### src/rtl/uart_pkg.sv
// Shared UART definitions: FSM state encoding, frame-length constants and the
// parity helper, kept here so the matching receiver can reuse them.
// Optional parity support is selected with the UART_SENDER_PARITY_EN macro.
package uart_pkg;

    localparam int UART_DATA_BITS = 8;
    localparam int FRAME_BITS_8N1 = 10;
    localparam int FRAME_BITS_8E1 = 11;

    localparam logic [2:0] LAST_BIT_IDX = 3'd7;

    typedef enum logic [2:0] {
        ST_IDLE   = 3'd0,
        ST_START  = 3'd1,
        ST_DATA   = 3'd2,
        ST_PARITY = 3'd3,
        ST_STOP   = 3'd4
    } uart_state_e;

    // Even parity bit: makes the total count of ones (data + parity) even.
    function automatic logic even_parity(input logic [UART_DATA_BITS-1:0] d);
        return ^d;
    endfunction

endpackage

### src/rtl/uart_baud_gen.sv
// Bit-period generator: counts 0..DIV-1 and pulses tick on the last count.
// restart forces the count back to 0 so a new frame starts on a full period.
module uart_baud_gen #(
    parameter int DIV = 16
) (
    input  logic clk,
    input  logic reset,
    input  logic restart,
    output logic tick
);

    localparam int              CNT_W = (DIV > 1) ? $clog2(DIV) : 1;
    localparam logic [CNT_W-1:0] LAST = CNT_W'(DIV - 1);

    logic [CNT_W-1:0] cnt_q;

    // Free-running period counter, restarted on each accepted byte.
    always_ff @(posedge clk or negedge reset) begin
        if (!reset) begin
            cnt_q <= {CNT_W{1'b0}};
        end else if (restart) begin
            cnt_q <= {CNT_W{1'b0}};
        end else if (cnt_q == LAST) begin
            cnt_q <= {CNT_W{1'b0}};
        end else begin
            cnt_q <= cnt_q + CNT_W'(1);
        end
    end

    assign tick = (cnt_q == LAST);

endmodule

### src/rtl/uart_sender.sv
// UART transmitter: 8 data bits, LSB first, one stop bit.
// Define UART_SENDER_PARITY_EN to insert an even-parity bit after the data
// (8E1 frames); without it frames are plain 8N1.
module uart_sender
    import uart_pkg::*;
#(
    parameter int CLK_FREQ = 50000000,
    parameter int BAUD     = 9600
) (
    input  logic                      clk,
    input  logic                      reset,
    input  logic [UART_DATA_BITS-1:0] UART_TXD,
    input  logic                      TX_EN,
    output logic                      TX_STATUS,
    output logic                      tx
);

    localparam int DIV = CLK_FREQ / BAUD;

    uart_state_e               state_q;
    logic [UART_DATA_BITS-1:0] data_q;
    logic [2:0]                bit_idx_q;
    logic                      tx_q;
    logic                      status_q;

    logic       accept_s;
    logic       tick_s;
    logic [2:0] nxt_idx_s;

    assign accept_s  = (state_q == ST_IDLE) && TX_EN;
    assign nxt_idx_s = bit_idx_q + 3'd1;

    uart_baud_gen #(
        .DIV(DIV)
    ) u_baud (
        .clk    (clk),
        .reset  (reset),
        .restart(accept_s),
        .tick   (tick_s)
    );

    // Frame sequencer with registered line and status outputs.
    always_ff @(posedge clk or negedge reset) begin
        if (!reset) begin
            state_q   <= ST_IDLE;
            data_q    <= {UART_DATA_BITS{1'b0}};
            bit_idx_q <= 3'd0;
            tx_q      <= 1'b1;
            status_q  <= 1'b1;
        end else begin
            case (state_q)
                ST_IDLE: begin
                    if (TX_EN) begin
                        // Byte is captured here; later UART_TXD changes are ignored.
                        data_q    <= UART_TXD;
                        bit_idx_q <= 3'd0;
                        tx_q      <= 1'b0;
                        status_q  <= 1'b0;
                        state_q   <= ST_START;
                    end else begin
                        tx_q     <= 1'b1;
                        status_q <= 1'b1;
                    end
                end
                ST_START: begin
                    if (tick_s) begin
                        bit_idx_q <= 3'd0;
                        tx_q      <= data_q[0];
                        state_q   <= ST_DATA;
                    end else begin
                        tx_q <= 1'b0;
                    end
                end
                ST_DATA: begin
                    if (tick_s) begin
                        if (bit_idx_q == LAST_BIT_IDX) begin
                            bit_idx_q <= 3'd0;
`ifdef UART_SENDER_PARITY_EN
                            tx_q    <= even_parity(data_q);
                            state_q <= ST_PARITY;
`else
                            tx_q    <= 1'b1;
                            state_q <= ST_STOP;
`endif
                        end else begin
                            bit_idx_q <= nxt_idx_s;
                            tx_q      <= data_q[nxt_idx_s];
                        end
                    end else begin
                        tx_q <= data_q[bit_idx_q];
                    end
                end
`ifdef UART_SENDER_PARITY_EN
                ST_PARITY: begin
                    if (tick_s) begin
                        tx_q    <= 1'b1;
                        state_q <= ST_STOP;
                    end else begin
                        tx_q <= even_parity(data_q);
                    end
                end
`endif
                ST_STOP: begin
                    if (tick_s) begin
                        // Status rises as the state returns to idle.
                        status_q <= 1'b1;
                        state_q  <= ST_IDLE;
                    end
                    tx_q <= 1'b1;
                end
                default: begin
                    bit_idx_q <= 3'd0;
                    tx_q      <= 1'b1;
                    status_q  <= 1'b1;
                    state_q   <= ST_IDLE;
                end
            endcase
        end
    end

    assign tx        = tx_q;
    assign TX_STATUS = status_q;

endmodule

### config.mk
export PLATFORM = sky130hd
export DESIGN_NAME = uart_sender
export DESIGN_NICKNAME = d
export VERILOG_FILES = /design/src/rtl/uart_pkg.sv /design/src/rtl/uart_baud_gen.sv /design/src/rtl/uart_sender.sv
export SDC_FILE = /design/constraint.sdc
export NUM_CORES = 1
export LEC_CHECK = 0
export CAP_MARGIN = 5
export CELL_PAD_IN_SITES_DETAIL_PLACEMENT = 0
export CELL_PAD_IN_SITES_GLOBAL_PLACEMENT = 1
export CORE_ASPECT_RATIO = 0.8
export CORE_MARGIN = 2
export CORE_UTILIZATION = 40
export DETAILED_ROUTE_END_ITERATION = 12
export PLACE_DENSITY = 0.72
export SYNTH_ARGS = -nofsm -noshare
export SYNTH_HDL_FRONTEND = slang
export SYNTH_SLANG_ARGS = --single-unit
### constraint.sdc
create_clock -name clk -period 2.4 [get_ports clk]
set_input_delay 0.72 -clock clk [delete_from_list [all_inputs] [get_ports clk]]
set_output_delay 0.72 -clock clk [all_outputs]
set_load 0.05 [all_outputs]
After elaboration in Yosys (flattened, before gate mapping)
Index checks and enable logic that the tools add are counted.
- eq/ne operators: 10
- add/sub/neg operators: 2
- reductions and logical operators: 7
- bitwise operators: 2
- muxes and demuxes: 23
- $lt $le $gt $ge: 2
- operators with widths (cell ; count):
    $mux 13 ; 2
    $mux 3 ; 8
    $pmux 3 s4 ; 2
    $add 13x1->13 const B ; 1
    $eq 13x13->1 const B ; 1
    $ne 2x2->1 const B ; 5
    $lt 3x4->1 const B ; 2
    $mux 1 ; 7
    $bmux 1 s3 ; 2
    $eq 3x3->1 const B ; 2
    $pmux 1 s3 ; 2
    $reduce_and 5->1 ; 1
    $reduce_and 2->1 ; 2
    $reduce_and 4->1 ; 1
    $add 3x1->3 const B ; 1
    $eq 3x1->1 const B ; 1
    $eq 3x2->1 const B ; 1
    $logic_not 3->1 ; 1
    $not 1->1 ; 2
    $reduce_or 2->1 ; 1
    $logic_and 1x1->1 ; 1
- register bits after elaboration: 29
- logic and storage cells: 52

Longest topological paths before layout
Gate-level depths: netlist of the first run.
- depth after elaboration: 6
- gate-level depth with buffers: 6
- gate-level depth less buffers: 5

Hierarchy
From an unflattened synthesis of the first run, not the netlist that was laid out.
- cells, all modules: 139
- area, all modules: 1611.5 um2
- by module, submodules not included (module ; sequential area each (um2) ; area an instance (um2) ; cells an instance ; times used):
    uart_sender ; 402.9 ; 918.4 ; 71 ; 1
    uart_baud_gen ; 325.3 ; 693.2 ; 68 ; 1

Worst setup path before layout of the first run
OpenSTA, ideal clock, no wires.
- path type: in2reg
- start: input port TX_EN
- end: register data_q[1]
- path slack: 0.680 ns
- arrival time: 1.592 ns
- required time: 2.272 ns
- stages on the path: 4
- buffers on the path: 1
- path through: nor2b_1 -> nor3b_1 -> buf_2 -> mux2_1
- word-level cells in the longest chain between the ends: 1
- RTL lines (element ; RTL line ; source):
    start, declared ; uart_sender.sv:13 ; input logic TX_EN,
    $reduce_and 2->1 (no source line) ; - ;
    end signal, assigned ; uart_sender.sv:46 ; data_q <= {UART_DATA_BITS{1'b0}};
    end, declared ; uart_sender.sv:21 ; logic [UART_DATA_BITS-1:0] data_q;
No other way between the ends.
A chain may end at the register's enable or synchronous reset.

Worst setup path after layout of the first run
- start: register tx_q (netlist: tx)
- end: output port tx
- RTL lines (element ; RTL line ; source):
    start, declared ; uart_sender.sv:23 ; logic tx_q;
    start signal, assigned ; uart_sender.sv:68 ; tx_q <= data_q[0];
    start signal, assigned ; uart_sender.sv:87 ; tx_q <= data_q[nxt_idx_s];
    start signal, assigned ; uart_sender.sv:90 ; tx_q <= data_q[bit_idx_q];
    end, declared ; uart_sender.sv:15 ; output logic tx
No word-level cell between the ends.

==> impl_metrics.tcl, run 1 <==
set metrics [dict create \
    status "finished clean" \
    relSlewSlack_pct 67.4 \
    setup_ws_ns 0.102 \
    p_total_mw 1.27 \
    synth_warnings 0 \
    initial_core_util_pct 41.4 \
    antenna_found_initial 0 \
    first_global_vias 1047 \
    cap_viol_max_count 0 \
    max_freq_ghz 0.435 \
    yosys-top-cells-count "dfrtp_1, nor2_1, mux2_1" \
    synth_area_um2 1550 \
    drc_errors 0 \
    crit_chain "clkdlybuf4s50_1" \
    cts_sinks 29 \
    fillers 356 \
    hold_buffers 0 \
    dp.cells 193 \
    p_leak_nw 0.783 \
    cts_tree "done" \
    skew_ns 0.00578 \
    criticalPathCategory "flop to output pin" \
    cts-root-buf "clkbuf_8" \
    htree_num_levels 2 \
    area_growth_pct 16.9 \
    via_count 1090 \
    synth-edff-count 0 \
    layout-drive-gt1-share_pct 12.1 \
    min-delay-path-class "flop to flop" \
    wl_per_cell_um 14.2 \
    first_pass_iters 4 \
    place.gp.congestion 0.741 \
    crit_path_end_kind "output pin" \
    ys_ff_latch 29 \
    cp-start-kind "flop" \
    pre_cts_ws_ns 0.0903 \
    cts_resized 0 \
    antenna_cells 0 \
    die_area_um2 4400 \
    postSynthAreaPerCell_um2 11.2 \
    multiInputGateArea_um2 764 \
    clk_latency_ns 0.28 \
    die_y_um 59.8 \
    rsz0062_at_grt "false" \
    crit_buf_inv 1 \
    synthFlopType "dfrtp_1" \
    pin_count 13 \
    drt_iter0_drc 22 \
    synthArstFlopShare_pct 100 \
    vdd.ir_drop.worst_v 0.000385 \
    arrival_ns 1.58 \
    drt_wl_total_mm 2.85 \
    dpl.hpwl_mm 2.04 \
    cts_setup_buffers 0 \
    post-route-period-util_pct 95.7 \
    setup_violations 0 \
    setup_tns_ns 0 \
    grt_max_degree 30 \
    numCtsBuffers 5 \
    clkTransAtPathRegs_ns 0.07 \
    fp.coreArea_um2 3750 \
    synth_top_cell_by_area "dfrtp_1" \
    p_per_area_nw_per_um2 700 \
    synth_nets 153 \
    synth_top_area_share_pct 43.5 \
    crit_path_max_fanout 1 \
    cp_slowest_stage_delay_ns 0.79 \
    die_w_um 73.7 \
    fin_nets 170 \
    tightest_slew_ns 0.488 \
    drt-vias-per-instance 5.42 \
    cpMaxStageDelayCell "clkdlybuf4s50_1" \
    ys_types 40 \
    hold_viol_final 0 \
    yosysMostFrequentCell "dfrtp_1" \
    required_ns 1.68 \
    rows 20 \
    seqCellArea_um2 728 \
    grt_pass1_wl_mm 4.95 \
    fin_crit_ns 2.30 \
    clockBufferDepth 2 \
    synthTopCellsByArea "dfrtp_1, mux2_1, mux4_1" \
    grt_use_total_pct 15.5 \
    synth_cells 139 \
    maxSlewViolCount 0 \
    ant_nets 0 \
    crit_family "buffers and inverters" \
    grt_remaining_overflow 0 \
    final_cells 201 \
    io_buffers 12 \
    yosysSeqAreaShare_pct 46.9 \
]
[metal layers]
layer | GRT usage, % | routed length [um]
met1 | 20.6 | 1460
met2 | 22.3 | 1210
met3 | 6.58 | 137
met4 | 6.23 | 45
met5 | 0 | 0
[final cells by class]
| type | count | share of cell area, % |
|---|---|---|
| clock inverters | 3 | 0.964 |
| well taps | 44 | 3.03 |
| flip-flops and latches | 29 | 40.1 |
| repair buffers | 16 | 8.82 |
| multi-input cells | 98 | 42.1 |
| inverters | 6 | 1.24 |
| clock buffers | 5 | 3.79 |
[cell usage in the layout (no fill, tap or decap), types with 5 or more instances in the layout]
| cell | synthesis | routed |
|---|---|---|
| dfrtp_1 | 27 | 27 |
| nor2_1 | 11 | 11 |
| clkdlybuf4s50_1 | 0 | 11 |
| mux2_1 | 10 | 10 |
| a21oi_1 | 7 | 7 |
| nand2_1 | 6 | 6 |
| inv_1 | 6 | 6 |
| nand3_1 | 5 | 5 |
| o21ai_0 | 5 | 5 |
| or3_1 | 5 | 5 |
| xor2_1 | 5 | 5 |
| clkbuf_8 | 0 | 5 |
[state kept, by name (all words and copies together) (netlist names)]
| signal | cells |
|---|---|
| u_baud.cnt_q | 13 |
| data_q | 8 |
| bit_idx_q | 3 |
| tx | 1 |
| state_q | 3 |
| TX_STATUS | 1 |
[path summary, 6_finish.rpt]
| check | start | endpoint | slack [ns] | cells past startpoint |
|---|---|---|---|---|
| max reg2reg | u_baud.cnt_q[0] | bit_idx_q[1] | 0.57 | 5 |
| min in group asynchronous | reset | data_q[5] | 0.81 | 2 |
| max in group asynchronous | reset | tx | 1.27 | 2 |
| min reg2reg | u_baud.cnt_q[0] | u_baud.cnt_q[0] | 0.45 | 1 |
| max | tx | tx | 0.10 | 1 |
| min | u_baud.cnt_q[0] | u_baud.cnt_q[0] | 0.45 | 1 |
[where the power goes]
part | total [mW] | switching, mW | leakage (nW) | internal (mW)
clock network | 0.396 | 0.196 | 0.0439 | 0.200
logic | 0.230 | 0.107 | 0.374 | 0.123
registers | 0.645 | 0.0791 | 0.364 | 0.566
[stage by stage]
stage | hold slack [ns] | area [um^2] | utilization (%)
finish | 0.450 | 1820 | 48.4
global route | 0.480 | 1820 | 48.4
floorplan | 0.424 | 1550 | -
global placement | 0.432 | 1730 | 46.1
CTS | 0.454 | 1820 | 48.4
detailed placement | 0.444 | 1730 | 46.1
[kinds of logic (layout without fill, tap and decap cells)]
logic type	after synthesis	count (layout)	synth area share [%]
DFF	29	29	46.9
xor gates and xnor gates	7	7	3.95
AOI/OAI and AO/OA	21	21	8.21
and+or+nand+nor	50	50	18.7
buffers and inverters	12	30	3.95
adders and majority gates	3	3	2.42
muxes	17	17	15.9
Note: power is estimated with default switching activity, not from simulation.
==> inputs of run 2 (changes only) <==
- CORE_ASPECT_RATIO: 0.8 -> 1.5
==> run 2 against run 1 <==
  * Global-route usage is 1.1 points higher
  * Clock power is 31% higher
  * Sequential power is 0.6% higher
  * Clock skew is 0.0044 ns higher
  * Largest cell class unchanged
  * Non-clock buffer count stayed put
  * Routed wire length is 7.1% higher
  * Hold slack better by 0.0091 ns
  * Worst setup slack worse by 0.0079 ns
  * Clock-buffer cell count is 2 higher
  * Critical path type unchanged
  * Cell area is 1.6% higher
  * Combinational power is 2% higher
  * Sequential share of layout area is 0.63 points lower
==> impl_metrics.tcl, run 2 (synthesis results as in run 1) <==
set metrics [dict create \
    status "finished clean" \
    clk_latency_ns 0.28 \
    cp-start-kind "flop" \
    maxSlewViolCount 0 \
    clkTransAtPathRegs_ns 0.07 \
    ant_nets 0 \
    setup_violations 0 \
    drt_wl_total_mm 3.05 \
    antenna_cells 0 \
    arrival_ns 1.59 \
    setup_ws_ns 0.0941 \
    final_cell_area_um2 1850 \
    via_count 1101 \
    hold_viol_final 0 \
    cts_tree "done" \
    place.gp.congestion 0.696 \
    drc_errors 0 \
    crit_buf_inv 1 \
    fillers 338 \
    dpl_cell_area_um2 1730 \
    crit_path_max_fanout 1 \
    clockBufferDepth 2 \
    final_common_cell "dfrtp_1" \
    pre_cts_ws_ns 0.128 \
    die_area_um2 4410 \
    initial_core_util_pct 42.2 \
    p_per_area_nw_per_um2 760 \
    die_y_um 80.3 \
    first_pass_iters 4 \
    relSlewSlack_pct 67.2 \
    fin_crit_ns 2.31 \
    cap_viol_max_count 0 \
    required_ns 1.68 \
    area_growth_pct 18.8 \
    layout-drive-gt1-share_pct 11.5 \
    min-delay-path-class "flop to flop" \
    antenna_found_initial 0 \
    reg_top3 "u_baud.cnt_q: 13 flops, data_q: 8 flops" \
    grt_pass1_wl_mm 5.26 \
    grt_max_degree 30 \
    first_global_vias 1116 \
    max_freq_ghz 0.434 \
    cts_resized 0 \
    crit_path_end_kind "output pin" \
    tightest_slew_ns 0.491 \
    crit_family "buffers and inverters" \
    criticalPathCategory "flop to output pin" \
    largest-register "u_baud.cnt_q" \
    wl_per_cell_um 15.2 \
    post-route-period-util_pct 96.1 \
    grt_remaining_overflow 0 \
    skew_ns 0.0102 \
    p_leak_nw 0.797 \
    rsz0062_at_grt "false" \
    htree_num_levels 2 \
    io_buffers 12 \
    drt-vias-per-instance 5.51 \
    largest_reg_flops 13 \
    cp_slowest_stage_delay_ns 0.79 \
    hold_buffers 0 \
    crit_chain "clkdlybuf4s50_1" \
    rows 27 \
    drt_iter0_drc 11 \
    setup_tns_ns 0 \
    cpMaxStageDelayCell "clkdlybuf4s50_1" \
    fin_nets 170 \
    numCtsBuffers 5 \
    fp.coreArea_um2 3680 \
    cts_setup_buffers 0 \
    dpl.hpwl_mm 2.17 \
    final_cell_mix "dfrtp_1, nor2_1, clkdlybuf4s50_1" \
    pin_count 13 \
    vdd.ir_drop.worst_v 0.000571 \
    cts_sinks 29 \
    grt_use_total_pct 16.6 \
    die_w_um 54.9 \
    cts-root-buf "clkbuf_8" \
]
run 2: layer usage:
metal,vias up,routed length (um),GRT usage [%],share of wire (%)
met5,-,0,0,0
met4,0,35,6.59,1.1
met3,5,95,5.20,3.1
met2,15,1670,28.2,55
met1,546,1250,18.6,41
li1,535,-,-,-
run 2: where the power goes:
group / total, mW / internal (mW) / switching, mW
combinational: 0.234 / 0.123 / 0.111
clock: 0.520 / 0.338 / 0.182
sequential: 0.649 / 0.566 / 0.0828
run 2: worst paths after layout:
check	from	end	slack [ns]	depth (start not counted)
setup / recovery	tx	tx	0.09	1
hold / removal	u_baud.cnt_q[0]	u_baud.cnt_q[0]	0.46	1
setup reg to reg	u_baud.cnt_q[0]	bit_idx_q[1]	0.54	5
hold reg to reg	u_baud.cnt_q[0]	u_baud.cnt_q[0]	0.46	1
max in group asynchronous	reset	TX_STATUS	1.23	2
min in group asynchronous	reset	bit_idx_q[0]	0.83	2
run 2: per-stage QoR:
stage	util [%]	instances	total power, mW	hold slack [ns]
floorplan	-	139	0.807	0.424
global placement	47.0	192	0.875	0.435
detailed placement	47.0	192	0.891	0.458
CTS	50.1	200	1.42	0.467
global route	50.1	200	1.50	0.495
finish	50.1	200	1.40	0.459
run 2: final cells by class:
cell class	instances	area, um^2	share of cell area (%)
Tap cell	43	53.8	2.92
Sequential cell	29	728	39.5
Inverter	6	22.5	1.22
Timing Repair Buffer	16	160	8.68
Multi-Input combinational cell	98	764	41.4
Clock inverter	1	30.0	1.63
Clock buffer	7	86.3	4.68
==> inputs of run 3 (changes only) <==
- CORE_ASPECT_RATIO: 1.5 -> 2
- PLACE_DENSITY: 0.72 -> 0.75
- clock period: 2.4 -> 2 ns (I/O delays scaled with it)
==> run 3 against run 2 <==
  * Combinational power is 29% higher
  * Cell area is 2.8% higher
  * Sequential power is 19% higher
  * Clock skew is 0.0033 ns lower
  * Hold slack worse by 0.014 ns
==> impl_metrics.tcl, run 3 (synthesis results as in run 1) <==
set metrics [dict create \
    clkTransAtPathRegs_ns 0.06 \
    required_ns 2.15 \
    relSlewSlack_pct 75.9 \
    cts_tree "done" \
    layout-drive-gt1-share_pct 13.8 \
    p_leak_nw 0.819 \
    final_common_cell "dfrtp_1" \
    pin_count 13 \
    place.gp.congestion 0.704 \
    io_buffers 12 \
    crit_path_end_kind "flop" \
    hold_buffers 0 \
    arrival_ns 1.97 \
    cts_sinks 29 \
    skew_ns 0.00693 \
    ant_nets 0 \
    grt_max_degree 30 \
    crit_path_max_fanout 8 \
    post-route-period-util_pct 91.1 \
    rsz0062_at_grt "false" \
    tightest_slew_ns 0.362 \
    grt_pass1_wl_mm 5.26 \
    drt_wl_total_mm 2.93 \
    cts_setup_buffers 0 \
    drt-vias-per-instance 5.34 \
    timing.hold.ws_ns 0.445 \
    fillers 360 \
    antenna_cells 0 \
    dpl.hpwl_mm 2.18 \
    vdd.ir_drop.worst_v 0.000718 \
    fin_crit_ns 1.82 \
    p_per_area_nw_per_um2 892 \
    final_util_pct 49.9 \
    maxSlewViolCount 0 \
    rows 32 \
    fin_nets 172 \
    drc_errors 0 \
    die_area_um2 4430 \
    criticalPathCategory "input port to flop" \
    grt_remaining_overflow 0 \
    setup_violations 0 \
    largest-register "u_baud.cnt_q" \
    min-delay-path-class "flop to flop" \
    grt_use_total_pct 16.5 \
    cap_viol_max_count 0 \
    clk_latency_ns 0.28 \
    drt_iter0_drc 17 \
    first_pass_iters 4 \
    first_global_vias 1191 \
    dpl_cell_area_um2 1780 \
    reg_top3 "u_baud.cnt_q: 13 flops, data_q: 8 flops" \
    hold_viol_final 0 \
    htree_num_levels 2 \
    max_freq_ghz 0.549 \
    status "finished clean" \
    cts_resized 0 \
    fp.coreArea_um2 3800 \
    via_count 1121 \
    seqCellArea_um2 728 \
    numCtsBuffers 5 \
    antenna_found_initial 0 \
    final_cell_area_um2 1900 \
    clockBufferDepth 2 \
    final_cell_mix "dfrtp_1, nor2_1, mux2_1, clkdlybuf4s50_1, a21oi_1" \
    largest_reg_flops 13 \
    die_w_um 48.1 \
    area_growth_pct 22.1 \
    initial_core_util_pct 40.9 \
    die_y_um 92.1 \
    cp-start-kind "input port" \
    cts-root-buf "clkbuf_8" \
    wl_per_cell_um 14.0 \
    multiInputGateArea_um2 769 \
]
==> run 3: cell count changes in the layout (fill, tap and decap cells not counted) <==
cell,before,now
buf_12,1,3
buf_4,4,5
nor3b_1,2,1
clkdlybuf4s50_1,11,10
nor3b_2,0,1
==> run 3: metrics by stage <==
step / std cells / setup WS, ns / power, mW / setup TNS, ns
floorplan: 139 / 0.400 / 0.968 / 0
finish: 210 / 0.178 / 1.69 / 0
global route: 210 / 0.0719 / 1.79 / 0
CTS: 210 / 0.0848 / 1.72 / 0
global placement: 202 / -0.142 / 1.07 / -0.994
detailed placement: 202 / -0.189 / 1.09 / -1.32
==> run 3: critical path, stage by stage <==
cell and delay (ns):
clkdlybuf4s50_1 0.47, nor2b_1 0.17, nor3b_2 0.21, buf_4 0.19, mux2_1 0.33
==> run 3: area by class of cell <==
cell class	instances	area share [%]
clock buffers	7	4.55
clock inverters	1	1.58
inverters	6	1.19
multi-input cells	98	40.5
flip-flops and latches	29	38.4
well taps	51	3.36
repair buffers	18	10.4
==> run 3: final timing paths <==
path | from | endpoint | slack, ns | cells after the start
min in group asynchronous | reset | bit_idx_q[2] | 0.70 | 2
worst max-delay path | TX_EN | data_q[4] | 0.18 | 5
worst min-delay path | u_baud.cnt_q[0] | u_baud.cnt_q[0] | 0.44 | 1
worst min register to register | u_baud.cnt_q[0] | u_baud.cnt_q[0] | 0.44 | 1
worst max register to register | bit_idx_q[0] | tx | 0.21 | 5
max in group asynchronous | reset | TX_STATUS | 0.99 | 2
==> run 3: where the power goes <==
part | internal, mW | switching, mW | leakage, nW
combinational | 0.162 | 0.140 | 0.396
sequential | 0.680 | 0.0925 | 0.364
clock | 0.406 | 0.213 | 0.0585
==> run 3: metal layers <==
metal | vias to the layer above | wire length, um | share of wire, % | global-route usage [%]
li1 | 544 | - | - | -
met1 | 561 | 1180 | 40 | 18.8
met2 | 11 | 1610 | 55 | 27.2
met3 | 5 | 80 | 2.7 | 4.13
met4 | 0 | 61 | 2.1 | 7.43
met5 | - | 0 | 0 | 0
